### config.mk
export PLATFORM = sky130hd
export DESIGN_NAME = bus_txn_ctrl_flat
export DESIGN_NICKNAME = d
export VERILOG_FILES = /design/src/rtl/bus_txn_ctrl_if.sv /design/src/rtl/bus_txn_ctrl.sv /design/src/flat_wrapper.sv
export SDC_FILE = /design/constraint.sdc
export NUM_CORES = 1
export LEC_CHECK = 0
export CELL_PAD_IN_SITES_DETAIL_PLACEMENT = 1
export CELL_PAD_IN_SITES_GLOBAL_PLACEMENT = 2
export CORE_MARGIN = 3
export CORE_UTILIZATION = 26
export DETAILED_ROUTE_END_ITERATION = 10
export HOLD_SLACK_MARGIN = 0.05
export PLACE_DENSITY = 0.73
export SLEW_MARGIN = 20
export SYNTH_ARGS = -nofsm -noshare
export SYNTH_HDL_FRONTEND = slang
export SYNTH_SLANG_ARGS = --single-unit
### constraint.sdc
create_clock -name clk -period 1.8 [get_ports clk]
set_input_delay 0.27 -clock clk [delete_from_list [all_inputs] [get_ports clk]]
set_output_delay 0.27 -clock clk [all_outputs]
set_load 0.02 [all_outputs]
### src/rtl/bus_txn_ctrl_if.sv
// Bus transaction controller signal bundle: arbiter grant/request side and slave side.
// The master modport is the controller's view; slave is the view of whatever surrounds it.
interface bus_txn_ctrl_if #(
    parameter int BURST_W = 4
);
    logic [1:0]         bus_grant;
    logic [1:0]         slave_sel;
    logic               m_mode;
    logic [BURST_W-1:0] m_burst;
    logic [2:0]         s_ready;
    logic [2:0]         s_rvalid;
    logic [2:0]         s_en;
    logic               addr_phase;
    logic               data_phase;
    logic [BURST_W-1:0] beat_cnt;
    logic               trans_done;
    logic               trans_err;
    logic               busy;

    modport master (
        input  bus_grant, slave_sel, m_mode, m_burst, s_ready, s_rvalid,
        output s_en, addr_phase, data_phase, beat_cnt, trans_done, trans_err, busy
    );

    modport slave (
        output bus_grant, slave_sel, m_mode, m_burst, s_ready, s_rvalid,
        input  s_en, addr_phase, data_phase, beat_cnt, trans_done, trans_err, busy
    );
endinterface

### src/rtl/bus_txn_ctrl.sv
// Sequences one granted bus transaction: address phase, ack wait, data beats, done pulse.
// Define TXN_TIMEOUT_EN to abort after TIMEOUT_CYC consecutive stall cycles.
module bus_txn_ctrl #(
    parameter int BURST_W     = 4,
    parameter int ADDR_CYC    = 2,
    parameter int TIMEOUT_CYC = 8
) (
    input  logic           clk,
    input  logic           rst,
    bus_txn_ctrl_if.master bus
);
    localparam int ACW = (ADDR_CYC > 1) ? $clog2(ADDR_CYC) : 1;
    localparam logic [ACW-1:0] ACNT_LAST = ACW'(ADDR_CYC - 1);

    typedef enum logic [2:0] {
        S_IDLE,
        S_ADDR,
        S_WAIT_ACK,
        S_DATA,
        S_DONE,
        S_RELEASE
    } state_e;

    state_e             state_q, state_d;
    logic [1:0]         sel_q, sel_d;
    logic               mode_q, mode_d;
    logic [BURST_W-1:0] burst_q, burst_d;
    logic [BURST_W-1:0] beat_q, beat_d;
    logic               err_q, err_d;
    logic [ACW-1:0]     acnt_q, acnt_d;

    logic       grant_ok;
    logic [2:0] sel_oh;
    logic       ack;
    logic       beat_hs;
    logic       timeout;

    assign grant_ok = (bus.bus_grant == 2'b01) || (bus.bus_grant == 2'b10);
    // A latched select of 3 shifts out to 000, so no slave is ever enabled for it
    assign sel_oh   = 3'b001 << sel_q;
    assign ack      = |(bus.s_ready & sel_oh);
    assign beat_hs  = mode_q ? ack : |(bus.s_rvalid & sel_oh);

`ifdef TXN_TIMEOUT_EN
    localparam int SCW = $clog2(TIMEOUT_CYC + 1);
    localparam logic [SCW-1:0] STALL_LAST = SCW'(TIMEOUT_CYC - 1);
    localparam logic [SCW-1:0] STALL_SAT  = SCW'(TIMEOUT_CYC);

    logic [SCW-1:0] stall_q, stall_d;
    logic           stalling;

    assign stalling = ((state_q == S_WAIT_ACK) && !ack) ||
                      ((state_q == S_DATA) && !beat_hs);
    assign timeout  = stalling && (stall_q == STALL_LAST);

    always_comb begin
        stall_d = stall_q;
        if ((state_d == S_WAIT_ACK) && (state_q != S_WAIT_ACK)) begin
            stall_d = '0;
        end else if ((state_q == S_WAIT_ACK) || (state_q == S_DATA)) begin
            if (!stalling) begin
                stall_d = '0;
            end else if (stall_q != STALL_SAT) begin
                stall_d = stall_q + 1'b1;
            end
        end
    end

    always_ff @(posedge clk or negedge rst) begin
        if (!rst) begin
            stall_q <= '0;
        end else begin
            stall_q <= stall_d;
        end
    end
`else
    assign timeout = 1'b0;
`endif

    always_comb begin
        state_d = state_q;
        sel_d   = sel_q;
        mode_d  = mode_q;
        burst_d = burst_q;
        beat_d  = beat_q;
        err_d   = err_q;
        acnt_d  = acnt_q;
        case (state_q)
            S_IDLE: begin
                err_d  = 1'b0;
                acnt_d = '0;
                if (grant_ok) begin
                    sel_d   = bus.slave_sel;
                    mode_d  = bus.m_mode;
                    burst_d = bus.m_burst;
                    if (bus.slave_sel == 2'd3) begin
                        state_d = S_DONE;
                        err_d   = 1'b1;
                    end else begin
                        state_d = S_ADDR;
                    end
                end
            end
            S_ADDR: begin
                if (!grant_ok) begin
                    state_d = S_DONE;
                    err_d   = 1'b1;
                end else if (acnt_q == ACNT_LAST) begin
                    state_d = S_WAIT_ACK;
                end else begin
                    acnt_d = acnt_q + 1'b1;
                end
            end
            S_WAIT_ACK: begin
                if (!grant_ok || (!ack && timeout)) begin
                    state_d = S_DONE;
                    err_d   = 1'b1;
                end else if (ack) begin
                    state_d = S_DATA;
                end
            end
            S_DATA: begin
                if (!grant_ok || (!beat_hs && timeout)) begin
                    state_d = S_DONE;
                    err_d   = 1'b1;
                end else if (beat_hs) begin
                    if (beat_q == burst_q) begin
                        state_d = S_DONE;
                    end else begin
                        beat_d = beat_q + 1'b1;
                    end
                end
            end
            S_DONE: begin
                state_d = S_RELEASE;
            end
            S_RELEASE: begin
                if (!grant_ok) begin
                    state_d = S_IDLE;
                end
            end
            default: begin
                state_d = S_IDLE;
            end
        endcase
        // Beat index is only meaningful inside the data phase; entering it starts at 0
        if (state_d != S_DATA) begin
            beat_d = '0;
        end
    end

    always_ff @(posedge clk or negedge rst) begin
        if (!rst) begin
            state_q <= S_IDLE;
            sel_q   <= '0;
            mode_q  <= 1'b0;
            burst_q <= '0;
            beat_q  <= '0;
            err_q   <= 1'b0;
            acnt_q  <= '0;
        end else begin
            state_q <= state_d;
            sel_q   <= sel_d;
            mode_q  <= mode_d;
            burst_q <= burst_d;
            beat_q  <= beat_d;
            err_q   <= err_d;
            acnt_q  <= acnt_d;
        end
    end

    assign bus.s_en       = ((state_q == S_ADDR) || (state_q == S_WAIT_ACK) ||
                             (state_q == S_DATA)) ? sel_oh : 3'b000;
    assign bus.addr_phase = (state_q == S_ADDR);
    assign bus.data_phase = (state_q == S_DATA);
    assign bus.beat_cnt   = beat_q;
    assign bus.trans_done = (state_q == S_DONE);
    assign bus.trans_err  = (state_q == S_DONE) && err_q;
    assign bus.busy       = (state_q != S_IDLE);
endmodule

### src/flat_wrapper.sv
// flat-port wrapper written by rule: the top's interface ports become plain ports
module bus_txn_ctrl_flat 
#(
    parameter int BURST_W     = 4,
    parameter int ADDR_CYC    = 2,
    parameter int TIMEOUT_CYC = 8
)
  (clk, rst, bus_bus_grant, bus_slave_sel, bus_m_mode, bus_m_burst, bus_s_ready, bus_s_rvalid, bus_s_en, bus_addr_phase, bus_data_phase, bus_beat_cnt, bus_trans_done, bus_trans_err, bus_busy);
  bus_txn_ctrl_if #(.BURST_W(BURST_W)) bus_i ();
  input  logic clk;
  input  logic rst;
  input wire logic [$bits(bus_i.bus_grant)-1:0] bus_bus_grant;
  input wire logic [$bits(bus_i.slave_sel)-1:0] bus_slave_sel;
  input wire logic [$bits(bus_i.m_mode)-1:0] bus_m_mode;
  input wire logic [$bits(bus_i.m_burst)-1:0] bus_m_burst;
  input wire logic [$bits(bus_i.s_ready)-1:0] bus_s_ready;
  input wire logic [$bits(bus_i.s_rvalid)-1:0] bus_s_rvalid;
  output wire logic [$bits(bus_i.s_en)-1:0] bus_s_en;
  output wire logic [$bits(bus_i.addr_phase)-1:0] bus_addr_phase;
  output wire logic [$bits(bus_i.data_phase)-1:0] bus_data_phase;
  output wire logic [$bits(bus_i.beat_cnt)-1:0] bus_beat_cnt;
  output wire logic [$bits(bus_i.trans_done)-1:0] bus_trans_done;
  output wire logic [$bits(bus_i.trans_err)-1:0] bus_trans_err;
  output wire logic [$bits(bus_i.busy)-1:0] bus_busy;
  assign bus_i.bus_grant = bus_bus_grant;
  assign bus_i.slave_sel = bus_slave_sel;
  assign bus_i.m_mode = bus_m_mode;
  assign bus_i.m_burst = bus_m_burst;
  assign bus_i.s_ready = bus_s_ready;
  assign bus_i.s_rvalid = bus_s_rvalid;
  assign bus_s_en = bus_i.s_en;
  assign bus_addr_phase = bus_i.addr_phase;
  assign bus_data_phase = bus_i.data_phase;
  assign bus_beat_cnt = bus_i.beat_cnt;
  assign bus_trans_done = bus_i.trans_done;
  assign bus_trans_err = bus_i.trans_err;
  assign bus_busy = bus_i.busy;
  bus_txn_ctrl #(.BURST_W(BURST_W), .ADDR_CYC(ADDR_CYC), .TIMEOUT_CYC(TIMEOUT_CYC)) u_core (.clk(clk), .rst(rst), .bus(bus_i));
endmodule
==> impl_metrics.yaml <==
status:
  status: "finished with violations"
  violations: "setup timing"
finish:
  finalInstanceArea_sq_um: 1550
  layout.nets: 165
  area_growth_pct: 52.2
  drive_gt1_frac: 0.308
  final_cell_mix: "20 x clkdlybuf4s50_1, 20 x buf_4, 14 x dfrtp_1"
  antenna_cells: 0
  final_core_util: 0.416
power:
  finalPower_mw: 2.02
  p_leak_nw: 0.655
  p_per_area_nw_per_um2: 1310
  vdd_ir_drop_max_mv: 0.492
synth:
  seq_area_frac_synth: 0.394
  synth-seq-cells: 16
  avgSynthCellArea_sq_um: 10.3
  ys.flop_type: "dfrtp_1"
  synth_nets: 117
  async_flop_share: 1.00
  synthCells: 99
  synth_edf_count: 0
  synthDistinctLibCells: 39
  yosys_warnings: 0
  synth.cell_area_sq_um: 1020
place:
  numPortBuffers: 28
  place_ws_ps: -277
  place_hpwl_mm: 2.25
  gp_congestion: 0.782
  place_area_sq_um: 1460
clock_network:
  clock-root-buffer: "clkbuf_8"
  numCtsBuffers: 3
  postCtsHoldBufs: 0
  clk_pin_slew_worst_paths_ps: 70
  cts_sinks: 16
  cts_tree: "done"
  cts_buffer_depth: 2
  htree_levels: 1
  clkLatencyLatePin_ps: 250
route:
  met2_length_mm: 1.53
  antenna_left: 0
  wl_per_cell_um: 15.0
  drt_pass1_iterations: 4
  drt-vias-per-instance: 4.97
  met1Wirelength_mm: 1.28
  highest_layer: "met4"
  wl_mm: 2.91
  initialDrtViolationCount: 34
  wl_met3_um: 83
  drc: 0
  num_vias: 964
hold_path:
  holdCritPathClass: "input port to asynchronous set/reset pin"
setup_path:
  crit_arrival_ps: 2040
  cp-end-kind: "flip-flop"
  max_stage_delay_ps: 560
  slowest_stage: "mux4_2"
  path_max_fanout: 8
  worstSetupStartpointType: "flip-flop"
  crit_type: "flip-flop to flip-flop"
  required_ps: 1970
  path_cells: "mux2i_2, mux4_2, or4_1, a22oi_1"
sta:
  fin_crit_ps: 1870
  final.period_utilization: 1.04
  tightest_slew_ps: 412
  setup_ws_ps: -70.9
  rsz0062_at_grt: "true"
  whs_ps: 343
  setup_violations: 3
  fmax_ghz: 0.535
  max_slew_margin: 0.723
  drv_slew: 0
  hold_viol_final: 0
  skew_ps: 7.54
floorplanning:
  die-area_sq_um: 4700
  initial_utilization: 0.274
  dieWidth_um: 68.6
  rows: 22
  core-area_sq_um: 3720
  fp.dieH_um: 68.6
  ioPinCount: 29
global_routing:
  grt_max_degree: 17
  grt_antenna_before_repair: 0
  grt_pass1_vias: 1045
  grt_usage: 0.140
  grt_first_pass_wirelength_mm: 4.86
  gr-total-overflow: 0
flow_run:
  cap_violations: 0
==> final cells by class <==
cell class	instances	area [sq um]
clock buffers	4	55.1
repair buffers	48	409
well taps	48	60.1
flip-flops and latches	16	403
inverters	4	15.0
fillers	441	2170
multi-input cells	74	606
==> path summary, 6_finish.rpt <==
path | start | to | slack, ps | cells past startpoint
worst max-delay path | u_core.sel_q[1] | u_core.bus.beat_cnt[0] | -70 | 4
min in group clk | u_core.acnt_q | u_core.acnt_q | 530 | 2
worst max register to register | u_core.sel_q[1] | u_core.bus.beat_cnt[0] | -70 | 4
worst min register to register | u_core.acnt_q | u_core.acnt_q | 530 | 2
max in group asynchronous | rst | u_core.sel_q[1] | 1240 | 2
worst min-delay path | rst | u_core.burst_q[2] | 340 | 2
==> cell families (layout without fill, tap and decap cells) <==
logic type	after synthesis	in the layout	share of synthesized area
buf+inv	9	56	0.0578
simple gates	36	36	0.210
xor+xnor	6	6	0.0517
fa+ha+maj	1	1	0.0123
flops	16	16	0.394
mux	10	10	0.119
compound gates	21	21	0.155
==> registers in the layout, indices dropped and copies added, names as in the netlist <==
signal and flops:
u_core.sel_q 2, u_core.err_q 1, u_core.acnt_q 1, u_core.mode_q 1, u_core.burst_q 4, u_core.bus.beat_cnt 4
u_core.state_q 3
==> metrics by stage <==
stage | std cells | setup TNS (ps)
after floorplan | 99 | 0
after global placement | 188 | -1670
after detailed placement | 188 | -1970
after CTS | 194 | -175
after global routing | 194 | -524
final | 194 | -176
==> report_power, final <==
group | leakage [nW] | internal, mW | switching, mW
Clock | 0.0288 | 0.194 | 0.128
Combinational | 0.429 | 0.519 | 0.528
Sequential | 0.196 | 0.499 | 0.154
==> cells in the mapped netlist, types with 2 or more instances <==
cell       n  area share
a21o_1     2       0.015
a21oi_1    2      0.0098
a22oi_1    3       0.022
buf_6      2       0.022
clkbuf_1   2      0.0074
dfrtp_1   16        0.39
inv_1      4       0.015
mux2_1     2       0.022
mux2_2     5       0.055
mux2i_1    2       0.020
nand2_1    4       0.015
nand2b_1   2       0.012
nand3_1    3       0.015
nand3b_1   2       0.015
nand4_1    4       0.025
nor2_1     5       0.018
nor3_1     4       0.020
nor3b_1    3       0.022
nor4_1     2       0.012
o211ai_1   2       0.015
o21bai_1   2       0.015
o31ai_1    3       0.022
or4_1      3       0.022
xor2_1     5       0.043
==> per-layer routing <==
layer,GRT usage,up-vias
met3,0.0194,2
met5,0,-
met4,0.0447,0
li1,-,466
met2,0.242,16
met1,0.179,480
==> repair_timing <==
action                                 in CTS  in global routing
endpoints found under the hold margin       0                  0
pin swaps                                   2                  1
resized for setup                          16                 12
setup endpoints to repair                  12                 13
setup buffers                               2                  0
==> critical path: cells and delay by family, from the launching register on <==
kind,cells,cell delay [ps]
muxes,2,730
DFF,1,450
and+or+nand+nor,1,450
AOI/OAI and AO/OA,1,170
(Power assumes the default switching activity.)
